==> config.mk <==
export PLATFORM = sky130hd
export DESIGN_NAME = memctrl_arb
export DESIGN_NICKNAME = d
export VERILOG_FILES = /design/src/rtl/memctrl_pkg.sv /design/src/rtl/memctrl_rr_arb.sv /design/src/rtl/memctrl_arb.sv
export SDC_FILE = /design/constraint.sdc
export NUM_CORES = 1
export LEC_CHECK = 0
export ABC_CLOCK_PERIOD_IN_PS = 1800
export CORE_MARGIN = 8
export CORE_UTILIZATION = 40
export CTS_BUF_LIST = sky130_fd_sc_hd__clkbuf_4 sky130_fd_sc_hd__clkbuf_8
export DETAILED_ROUTE_END_ITERATION = 6
export PLACE_DENSITY = 0.88
export SLEW_MARGIN = 20
export SYNTH_ARGS = -nofsm -noshare
export SYNTH_HDL_FRONTEND = slang
export SYNTH_SLANG_ARGS = --single-unit
export TNS_END_PERCENT = 50
==> constraint.sdc <==
create_clock -name clk -period 1.8 [get_ports clk]
set_input_delay 0.18 -clock clk [delete_from_list [all_inputs] [get_ports clk]]
set_output_delay 0.18 -clock clk [all_outputs]
set_load 0.02 [all_outputs]
==> src/rtl/memctrl_pkg.sv <==
// Shared types for the memctrl_arb memory controller: FSM state encoding and
// bus ownership.
package memctrl_pkg;

  typedef enum logic [2:0] {
    INIT      = 3'd0,
    IDLE      = 3'd1,
    READ_REQ  = 3'd2,
    WRITE_REQ = 3'd3,
    READ      = 3'd4,
    WRITE     = 3'd5,
    ABORT     = 3'd6
  } state_t;

  typedef enum logic {
    OWN_INSTR = 1'b0,
    OWN_DATA  = 1'b1
  } owner_t;

  function automatic owner_t other_owner(input owner_t o);
    return (o == OWN_INSTR) ? OWN_DATA : OWN_INSTR;
  endfunction

endpackage

==> src/rtl/memctrl_rr_arb.sv <==
// Two-way alternating arbiter between instruction fetch and data port.
// On contention the port that did not win last time is granted.
module memctrl_rr_arb
  import memctrl_pkg::*;
(
  input  logic   clk,
  input  logic   rst,
  input  logic   req_instr,
  input  logic   req_data,
  input  logic   grant_en,
  output logic   gnt_valid,
  output owner_t gnt_owner
);

  owner_t last_q;

  always_comb begin
    gnt_valid = req_instr | req_data;
    if (req_instr && req_data) begin
      gnt_owner = other_owner(last_q);
    end else if (req_data) begin
      gnt_owner = OWN_DATA;
    end else begin
      gnt_owner = OWN_INSTR;
    end
  end

  // Last-grant starts at instr so data wins the first contention after reset.
  always_ff @(posedge clk) begin
    if (rst) begin
      last_q <= OWN_INSTR;
    end else if (grant_en && gnt_valid) begin
      last_q <= gnt_owner;
    end
  end

endmodule

==> src/rtl/memctrl_arb.sv <==
// Fetch/data memory controller: one bus transaction at a time, alternating
// arbitration, optional bus timeout enabled by MEMCTRL_TIMEOUT_EN.
//
// state     | meaning
// INIT      | one cycle after reset
// IDLE      | waiting for a request, completion valid pulses here
// READ_REQ  | bus_re high until bus accepts (!bus_busy)
// WRITE_REQ | bus_we high until bus accepts (!bus_busy)
// READ      | waiting for bus_ack with read data
// WRITE     | waiting for bus_ack of a store
// ABORT     | timeout: valid + err pulse, rdata forced to 0
module memctrl_arb
  import memctrl_pkg::*;
#(
  parameter int ADDR_W      = 32,
  parameter int DATA_W      = 32,
  parameter int TIMEOUT_CYC = 16
) (
  input  logic                  clk,
  input  logic                  rst,
  input  logic                  if_req,
  input  logic [ADDR_W-1:0]     if_addr,
  input  logic                  d_req,
  input  logic                  d_we,
  input  logic [ADDR_W-1:0]     d_addr,
  input  logic [DATA_W-1:0]     d_wdata,
  input  logic [DATA_W/8-1:0]   d_be,
  input  logic                  bus_busy,
  input  logic                  bus_ack,
  input  logic [DATA_W-1:0]     bus_rdata,
  output logic [ADDR_W-1:0]     bus_addr,
  output logic [DATA_W-1:0]     bus_wdata,
  output logic [DATA_W/8-1:0]   bus_be,
  output logic                  bus_re,
  output logic                  bus_we,
  output logic [DATA_W-1:0]     if_rdata,
  output logic                  if_valid,
  output logic [DATA_W-1:0]     d_rdata,
  output logic                  d_valid,
  output logic                  err,
  output logic [2:0]            state
);

  localparam int BE_W = DATA_W / 8;

  if ((DATA_W % 8) != 0 || TIMEOUT_CYC < 1) begin : g_param_check
    $error("memctrl_arb: DATA_W must be a multiple of 8 and TIMEOUT_CYC >= 1");
  end

  state_t state_q;
  owner_t owner_q;
  logic   req_instr;
  logic   req_data;
  logic   grant_en;
  logic   gnt_valid;
  owner_t gnt_owner;

  // A port whose valid pulse is still visible cannot be re-granted yet.
  assign req_instr = if_req & ~if_valid;
  assign req_data  = d_req & ~d_valid;
  assign grant_en  = (state_q == IDLE);
  assign state     = state_q;

  memctrl_rr_arb u_rr_arb (
    .clk       (clk),
    .rst       (rst),
    .req_instr (req_instr),
    .req_data  (req_data),
    .grant_en  (grant_en),
    .gnt_valid (gnt_valid),
    .gnt_owner (gnt_owner)
  );

`ifdef MEMCTRL_TIMEOUT_EN
  localparam int TW = $clog2(TIMEOUT_CYC + 1);
  localparam logic [TW-1:0] TMO_LAST = TW'(TIMEOUT_CYC - 1);
  logic [TW-1:0] tmo_cnt;
  logic          tmo_hit;
  assign tmo_hit = (tmo_cnt == TMO_LAST);
`endif

  always_ff @(posedge clk) begin
    if (rst) begin
      state_q   <= INIT;
      owner_q   <= OWN_INSTR;
      bus_addr  <= '0;
      bus_wdata <= '0;
      bus_be    <= '0;
      bus_re    <= 1'b0;
      bus_we    <= 1'b0;
      if_rdata  <= '0;
      if_valid  <= 1'b0;
      d_rdata   <= '0;
      d_valid   <= 1'b0;
      err       <= 1'b0;
`ifdef MEMCTRL_TIMEOUT_EN
      tmo_cnt   <= '0;
`endif
    end else begin
      if_valid <= 1'b0;
      d_valid  <= 1'b0;
      err      <= 1'b0;
      case (state_q)
        INIT: state_q <= IDLE;
        IDLE: begin
          if (gnt_valid) begin
            owner_q <= gnt_owner;
            if (gnt_owner == OWN_DATA) begin
              bus_addr  <= d_addr;
              bus_wdata <= d_wdata;
              bus_be    <= d_be;
              bus_we    <= d_we;
              bus_re    <= ~d_we;
              state_q   <= d_we ? WRITE_REQ : READ_REQ;
            end else begin
              bus_addr  <= if_addr;
              bus_wdata <= '0;
              bus_be    <= {BE_W{1'b1}};
              bus_we    <= 1'b0;
              bus_re    <= 1'b1;
              state_q   <= READ_REQ;
            end
          end
        end
        READ_REQ, WRITE_REQ: begin
          if (!bus_busy) begin
            bus_re  <= 1'b0;
            bus_we  <= 1'b0;
            state_q <= (state_q == READ_REQ) ? READ : WRITE;
`ifdef MEMCTRL_TIMEOUT_EN
            tmo_cnt <= '0;
`endif
          end
        end
        READ, WRITE: begin
          if (bus_ack) begin
            state_q <= IDLE;
            if (owner_q == OWN_DATA) begin
              d_valid <= 1'b1;
              if (state_q == READ) d_rdata <= bus_rdata;
            end else begin
              if_valid <= 1'b1;
              if_rdata <= bus_rdata;
            end
          end
`ifdef MEMCTRL_TIMEOUT_EN
          else if (tmo_hit) begin
            state_q <= ABORT;
            err     <= 1'b1;
            if (owner_q == OWN_DATA) begin
              d_valid <= 1'b1;
              d_rdata <= '0;
            end else begin
              if_valid <= 1'b1;
              if_rdata <= '0;
            end
          end else begin
            tmo_cnt <= tmo_cnt + 1'b1;
          end
`endif
        end
        ABORT:   state_q <= IDLE;
        default: state_q <= INIT;
      endcase
    end
  end

endmodule

* Word level (Yosys, flattened, before mapping)
Cells that the tools add are included.
** Storage, ports and cells
- Register bits :: 141
- Bits in latches :: 0
- Bits in writable memories :: 0
- Memory bits (read-only) :: 0
- Input bits :: 139
- Output and inout port bits :: 140
- Word-level logic and storage cells :: 65
- Memories :: 0
** Cells by class
- Add/subtract/negate cells :: 0
- $mul :: 0
- Divide/modulo/power cells :: 0
- Magnitude comparators :: 0
- Eq/ne operators :: 9
- Shifts and indexed selects :: 0
- Mux-type cells :: 22
- Bitwise operators :: 9
- Reduce and logical (&&, ||, !) cells :: 13
** Operators by type and width (count)
- $mux W32 :: 2
- $mux W1 :: 13
- $pmux W3 S4 :: 1
- $eq A3 B3 Y1 const B :: 3
- $mux W3 :: 3
- $reduce_and A3 Y1 :: 3
- $eq A3 B2 Y1 const B :: 2
- $ne A2 B2 Y1 const B :: 3
- $not A1 Y1 :: 6
- $reduce_or A2 Y1 :: 3
- $mux W4 :: 1
- $pmux W1 S2 :: 2
- $reduce_and A4 Y1 :: 1
- $eq A3 B1 Y1 const B :: 1
- $logic_not A3 Y1 :: 1
- $reduce_or A3 Y1 :: 1
- $and A1 B1 Y1 :: 2
- $logic_and A1 B1 Y1 :: 2
- $reduce_and A2 Y1 :: 1
- $reduce_bool A2 Y1 :: 1
- $or A1 B1 Y1 :: 1

* Depth between registers and ports, before layout
Gate-level depths: netlist of run 1.
- Word-level depth :: 7
- Mapped depth :: 7
- Depth with buffers taken out :: 4

* Modules after synthesis
From an unflattened synthesis of run 1, not the netlist that was laid out.
** Unflattened totals
- Cells, all modules :: 561
- Area, all modules :: 5462.7 µm²
** Modules (own cells, without submodules)
- memctrl_arb :: instances 1, cells an instance 555, area each 5402.7 µm², seq. area each 2802.7 µm²
- memctrl_rr_arb :: instances 1, cells an instance 6, area each 60.1 µm², seq. area each 20.0 µm²

* Least setup slack after synthesis of run 1
Ideal clock, no wire load.
- Path type :: reg2reg
- From :: register if_valid
- To :: register bus_addr[20]
- Library setup time :: 0.086 ns
- Arrival :: 1.497 ns
- Required time :: 1.714 ns
- Path slack :: 0.218 ns
- Cell stages (with the launch flop) :: 7
- Buffers on the path :: 2
- Clock period less this slack :: 1.582 ns
- Cell sequence :: dfxtp_1 -> and2b_1 -> a21bo_2 -> buf_8 -> buf_12 -> mux2i_1 -> a211oi_1
** On the way
- Longest elaborated chain between the ends :: 5
** RTL lines
- start: declaration :: RTL line memctrl_arb.sv:37 : output logic if_valid,
- start signal: assignment :: RTL line memctrl_arb.sv:92 : if_valid <= 1'b0;
- start signal: assignment :: RTL line memctrl_arb.sv:100 : if_valid <= 1'b0;
- start signal: assignment :: RTL line memctrl_arb.sv:142 : if_valid <= 1'b1;
- $not A1 Y1 (*) :: RTL line memctrl_arb.sv:59 : assign req_instr = if_req & ~if_valid;
- $and A1 B1 Y1 (*) :: RTL line memctrl_arb.sv:59
- $logic_and A1 B1 Y1 :: RTL line memctrl_rr_arb.sv:19 : if (req_instr && req_data) begin
- $mux W1 :: RTL line memctrl_rr_arb.sv:19
- $mux W32 :: RTL line memctrl_arb.sv:108 : if (gnt_owner == OWN_DATA) begin
- end signal: assignment :: RTL line memctrl_arb.sv:109 : bus_addr <= d_addr;
- end signal: assignment :: RTL line memctrl_arb.sv:116 : bus_addr <= if_addr;
- end: declaration :: RTL line memctrl_arb.sv:31 : output logic [ADDR_W-1:0] bus_addr,
Mark *: on every way between the ends. The rest lies on a longest branch, timed or not.
A chain may end at the register's enable or synchronous reset.

* Worst setup path in the final report of run 1
- From :: register bus_addr[26]
- To :: output port bus_addr[26]
No word-level cell between the ends.

==> flow_summary_export.csv, run 1 <==
group,metric,value,unit
critical_path,cp_num_cells,1,
floorplan,die_h,130,um
clock_tree,cts_buffers,17,
routing,drt-initial-drc-count,284,
timing,skew,0.00871,ns
synthesis,syn_inst,555,
timing,min_period,1.64,ns
clock_tree,cts_root_buffer,"clkbuf_8",
placement,dp_slack,-0.0756,ns
timing,maxSlewViolCount,0,
clock_tree,cts.path.max_buffers,2,
flow_run,maxCapViolCount,0,
clock_tree,cts-htree-levels,4,
routing,route.detailed.drc,0,
critical_path,crit_type,"flip-flop to output pin",
synthesis,synth_cell_types,37,
critical_path,r2r_cells,5,
routing,routedWlPerCell,17.4,um
layout,drive_gt1_frac,0.0823,
placement,gp_congestion,0.806,
critical_path,cp_cell_sequence,"clkdlybuf4s50_1",
critical_path,crit_path_max_incr_delay,0.64,ns
clock_tree,cts.sink_count,140,
floorplan,dieArea,0.0168,sq mm
power_and_ir_drop,p_leak,3.18,nW
floorplan,ioPinCount,279,
layout,fill_cells,992,
critical_path,arrival,1.46,ns
routing,first_pass_iters,4,
synthesis,syn_nets,694,
timing,setup_ws,0.164,ns
critical_path,end_kind,"output pin",
layout,final-seq-area,0.00280,sq mm
floorplan,initial_core_util,0.410,
clock_tree,cts_setup_buffers,0,
clock_tree,ctsHoldBuffers,0,
critical_path,crit_family,"buffers and inverters",
timing,min_period_over_period,0.909,
floorplan,die_w,130,um
power_and_ir_drop,power.total,7.99,mW
timing,setup_viol,0,
critical_path,crit_slowest_cell,"clkdlybuf4s50_1",
synthesis,synthFlopType,"dfxtp_1",
placement,port_buffers,277,
placement,dpl_cell_area,0.00812,sq mm
critical_path,crit_required,1.62,ns
synthesis,ys_ff_latch,140,
timing,rsz0062_at_grt,"no",
power_and_ir_drop,p_per_area,926,mW/mm^2
outcome,status,"completed",
floorplan,core_area,0.0126,sq mm
layout,layout.nets,965,
global_route,grt_pass1_vias,5017,
global_route,grt_max_degree,53,
synthesis,synth.avg_cell_area,9.33,sq um
routing,ant_nets,0,
clock_tree,cts_tree,"yes",
routing,via_per_inst,4.92,
synthesis,ys_seq_area_frac,0.541,
power_and_ir_drop,vdd_drop_max,0.526,mV
global_route,grt-ovfl-total,0,
hold_path,hold_path_class,"input port to flip-flop",
hold_path,whs_path_depth,2,
global_route,track_usage,0.203,
timing,hold_violations,0,
routing,totalWireLength,17.6,mm
layout,multiInputGateArea,0.00207,sq mm
critical_path,worstSetupStartpointType,"flip-flop",
critical_path,crit_buf_inv,1,
routing,dr_total_vias,4970,
clock_tree,path_clk_slew,0.07,ns
synthesis,async_flop_share,0,
critical_path,path_max_fanout,2,
timing,clock.fmax,611,MHz
synthesis,ys_warn_count,0,
timing,final.setup.tns,0,ns
layout,utilization,0.684,
floorplan,std_cell_rows,41,
clock_tree,clock_latency,0.43,ns
synthesis,synth_edf_count,0,
synthesis,synth_area,0.00518,sq mm
global_route,grt_antenna_before_repair,0,
layout,finalInstanceArea,0.00863,sq mm
placement,dpl.hpwl,13.4,mm
layout,syn2layout_area_growth,66.5,%
global_route,grt_first_pass_wirelength,26.4,mm
==> state kept, by name, summed over array words and instances, names as in the netlist, 3 cells and up <==
signal     cells
if_rdata      32
d_rdata       32
bus_wdata     32
bus_be         4
state          3
bus_addr      32
==> metrics by stage <==
stage,hold WS (ns),cells
finish,0.126,1011
global route,0.129,1010
CTS,0.0973,1010
detailed placement,0.446,979
global placement,0.441,979
floorplan,0.302,555
==> cell type report <==
type                            instances  share of cell area
Timing Repair Buffer                  298               0.349
Sequential cell                       140               0.325
Multi-Input combinational cell        365               0.240
Clock buffer                           22              0.0351
Tap cell                              172              0.0249
Clock inverter                          9              0.0238
Inverter                                4             0.00174
Antenna cell                            1            0.000290
==> path summary, 6_finish.rpt <==
kind                                                start                         to  slack, ns
worst max-delay path            bus_addr[26]$_SDFFE_PP0P_               bus_addr[26]       0.16
worst min-delay path                                  rst      state[1]$_SDFFE_PP0P_       0.13
worst max register to register      state[0]$_SDFFE_PP0P_  bus_addr[12]$_SDFFE_PP0P_       0.20
worst min register to register    d_rdata[2]$_SDFFE_PP0P_    d_rdata[2]$_SDFFE_PP0P_       0.45
==> cells in the final DEF, fill, tap and decap left out, types with 2 or more instances in the layout <==
| cell | n |
|---|---|
| dlygate4sd2_1 | 3 |
| nand3_1 | 2 |
| buf_4 | 15 |
| nor3_1 | 8 |
| bufinv_16 | 6 |
| or2_2 | 2 |
| nor2_2 | 3 |
| inv_1 | 4 |
| a211oi_1 | 27 |
| a22o_1 | 32 |
| dfxtp_1 | 140 |
| clkdlybuf4s50_1 | 273 |
| clkbuf_8 | 22 |
| a211oi_2 | 5 |
| nand2_1 | 128 |
| mux2i_1 | 32 |
| a21oi_1 | 67 |
| buf_12 | 7 |
| nor2_1 | 41 |
==> cell families (layout without fill, tap and decap cells) <==
kind of cell | after synthesis | count (layout) | synth area share
AO/OA/AOI/OAI | 139 | 139 | 0.182
AND/OR/NAND/NOR | 193 | 193 | 0.154
other | 1 | 2 | 0.000724
buffers and inverters | 50 | 333 | 0.0601
flip-flops | 140 | 140 | 0.541
multiplexers | 32 | 32 | 0.0618
==> where the power goes <==
group | switching [mW] | total [mW] | internal [mW]
clock network | 1.18 | 3.16 | 1.98
logic | 0.688 | 1.46 | 0.772
registers | 0.109 | 3.38 | 3.27
==> timing repair <==
item                                    in CTS  in global routing
endpoints found under the hold margin        0                  0
resized for setup                            3                  0
endpoints found under the setup margin       3                  0
==> synthesized netlist by cell type (2+ instances only) <==
master      n  share of area
clkbuf_1   14          0.010
buf_2      21          0.020
or2_2       2         0.0024
a22o_1     32          0.054
buf_4       4         0.0058
nor2_1     43          0.031
buf_12      3          0.012
a21oi_1    67          0.065
inv_1       4         0.0029
dfxtp_1   140           0.54
nand2_1   128          0.093
mux2i_1    32          0.062
buf_6       3         0.0065
nand3_1     2         0.0019
a211oi_1   27          0.039
nor3_1      8         0.0077
a211oi_2    5          0.012
==> routing by layer <==
metal	wire [um]	vias up	track usage
met5	0	-	0
met2	8940	200	0.358
met1	6650	2294	0.213
met4	480	0	0.0970
met3	1540	30	0.0714
li1	-	2446	-
(Power assumes the default switching activity.)
==> inputs of run 2 (changes only) <==
- CTS_BUF_LIST: sky130_fd_sc_hd__clkbuf_4 sky130_fd_sc_hd__clkbuf_8 -> sky130_fd_sc_hd__clkbuf_4
- CTS_CLUSTER_DIAMETER: not set -> 80
==> flow_summary_export.csv, run 2 (synthesis gave the netlist of run 1 again) <==
group,metric,value,unit
timing,rsz0062_at_grt,"no",
routing,route.detailed.drc,0,
critical_path,arrival,1.54,ns
floorplan,dieArea,0.0168,sq mm
global_route,met1_usage,0.213,
clock_tree,cts_setup_buffers,0,
routing,dr_total_vias,4916,
routing,first_pass_iters,4,
global_route,grt_first_pass_wirelength,26.2,mm
layout,utilization,0.674,
layout,layout.nets,966,
clock_tree,cts.path.max_buffers,2,
clock_tree,cts_root_buffer,"clkbuf_4",
clock_tree,clock_latency,0.53,ns
critical_path,crit_slowest_cell,"clkdlybuf4s50_1",
power_and_ir_drop,p_per_area,858,mW/mm^2
flow_run,maxCapViolCount,0,
layout,finalInstanceArea,0.00851,sq mm
critical_path,cp_cell_sequence,"clkdlybuf4s50_1",
timing,clock.fmax,581,MHz
timing,hold_violations,0,
clock_tree,cts_buffers,17,
floorplan,std_cell_rows,41,
floorplan,initial_core_util,0.410,
critical_path,crit_family,"buffers and inverters",
global_route,track_usage,0.202,
timing,skew,0.0145,ns
routing,ant_nets,0,
power_and_ir_drop,p_leak,3.34,nW
routing,via_per_inst,4.86,
floorplan,die_h,130,um
global_route,grtUsageMet3,0.0726,
layout,final_cell_mix,"clkdlybuf4s50_1, dfxtp_1, nand2_1",
layout,final_common_cell,"clkdlybuf4s50_1",
critical_path,path_max_fanout,2,
clock_tree,cts.sink_count,140,
placement,port_buffers,277,
timing,min_period_over_period,0.956,
global_route,grt_pass1_vias,4946,
critical_path,crit_type,"flip-flop to output pin",
global_route,grt_max_degree,53,
placement,dpl_cell_area,0.00812,sq mm
power_and_ir_drop,vdd_drop_max,0.452,mV
clock_tree,cts-htree-levels,4,
clock_tree,path_clk_slew,0.12,ns
timing,setup_viol,0,
critical_path,worstSetupStartpointType,"flip-flop",
placement,gp_congestion,0.806,
critical_path,crit_buf_inv,1,
critical_path,crit_path_max_incr_delay,0.66,ns
global_route,grt-ovfl-total,0,
global_route,grtUsageMet2,0.352,
layout,drive_gt1_frac,0.0763,
floorplan,ioPinCount,279,
floorplan,die_w,130,um
hold_path,hold_path_class,"input port to flip-flop",
floorplan,core_area,0.0126,sq mm
timing,min_period,1.72,ns
critical_path,end_kind,"output pin",
routing,totalWireLength,17.4,mm
routing,drt-initial-drc-count,262,
placement,dpl.hpwl,13.4,mm
layout,syn2layout_area_growth,64.2,%
global_route,busiest_layer,"met2",
critical_path,crit_required,1.62,ns
routing,routedWlPerCell,17.2,um
outcome,status,"completed",
global_route,grt_antenna_before_repair,0,
clock_tree,cts_tree,"yes",
timing,maxSlewViolCount,0,
==> run 2: cell count changes in the layout (fill, tap and decap cells not counted), sizes merged <==
cell / before / now
dlygate4sd2: 3 / 7
clkdlybuf4s50: 273 / 257
clkbuf: 22 / 17
clkinv: 1 / 6
dlygate4sd3: 0 / 1
dlymetal6s2s: 0 / 12
==> run 2: path summary, 6_finish.rpt <==
check	to	from	cells past startpoint	slack [ns]
setup / recovery	d_rdata[31]	d_rdata[31]$_SDFFE_PP0P_	1	0.08
hold / removal	if_rdata[15]$_SDFFE_PP0P_	bus_rdata[15]	3	0.22
setup reg to reg	bus_addr[25]$_SDFFE_PP0P_	state[0]$_SDFFE_PP0P_	5	0.19
hold reg to reg	d_rdata[2]$_SDFFE_PP0P_	d_rdata[2]$_SDFFE_PP0P_	2	0.46
==> run 2: what timing repair did <==
item / CTS / global route
gates resized for setup: 7 / 12
setup endpoints to repair: 7 / 12
hold buffers: 1 / 0
hold endpoints to repair: 12 / 0
==> run 2: final cells by class <==
cell class,instances,area [sq um]
Fill cell,1012,4110
Timing Repair Buffer,299,3050
Sequential cell,140,2800
Clock buffer,17,128
Tap cell,172,215
Antenna cell,1,2.50
Clock inverter,14,224
Inverter,4,15.0
Multi-Input combinational cell,365,2070
==> run 2: worst register-to-register path: stages (launching register included) <==
cell and delay, ns:
dfxtp_1 0.46, nor3b_2 0.26, o21a_2 0.24, buf_12 0.24
nor2_1 0.12, a211oi_2 0.22
==> run 2: where the power goes <==
group,internal (mW),switching [mW]
clock network,1.36,1.11
logic,0.764,0.687
registers,3.27,0.109
==> run 2: routing by layer <==
metal,part of all wire,vias up
met5,0,-
met4,0.029,0
met3,0.085,32
met2,0.51,183
met1,0.38,2251
li1,-,2450
==> run 2: metrics by stage <==
step                power [mW]  TNS, ns  hold slack, ns  setup slack [ns]  cells
CTS                       7.39        0           0.154           0.00550   1011
finish                    7.30        0           0.216            0.0797   1012
global placement          4.90        0           0.441           0.00203    979
global route              7.63        0           0.166           0.00245   1011
floorplan                 4.13        0           0.302             0.218    555
detailed placement        4.92   -0.153           0.446           -0.0756    979
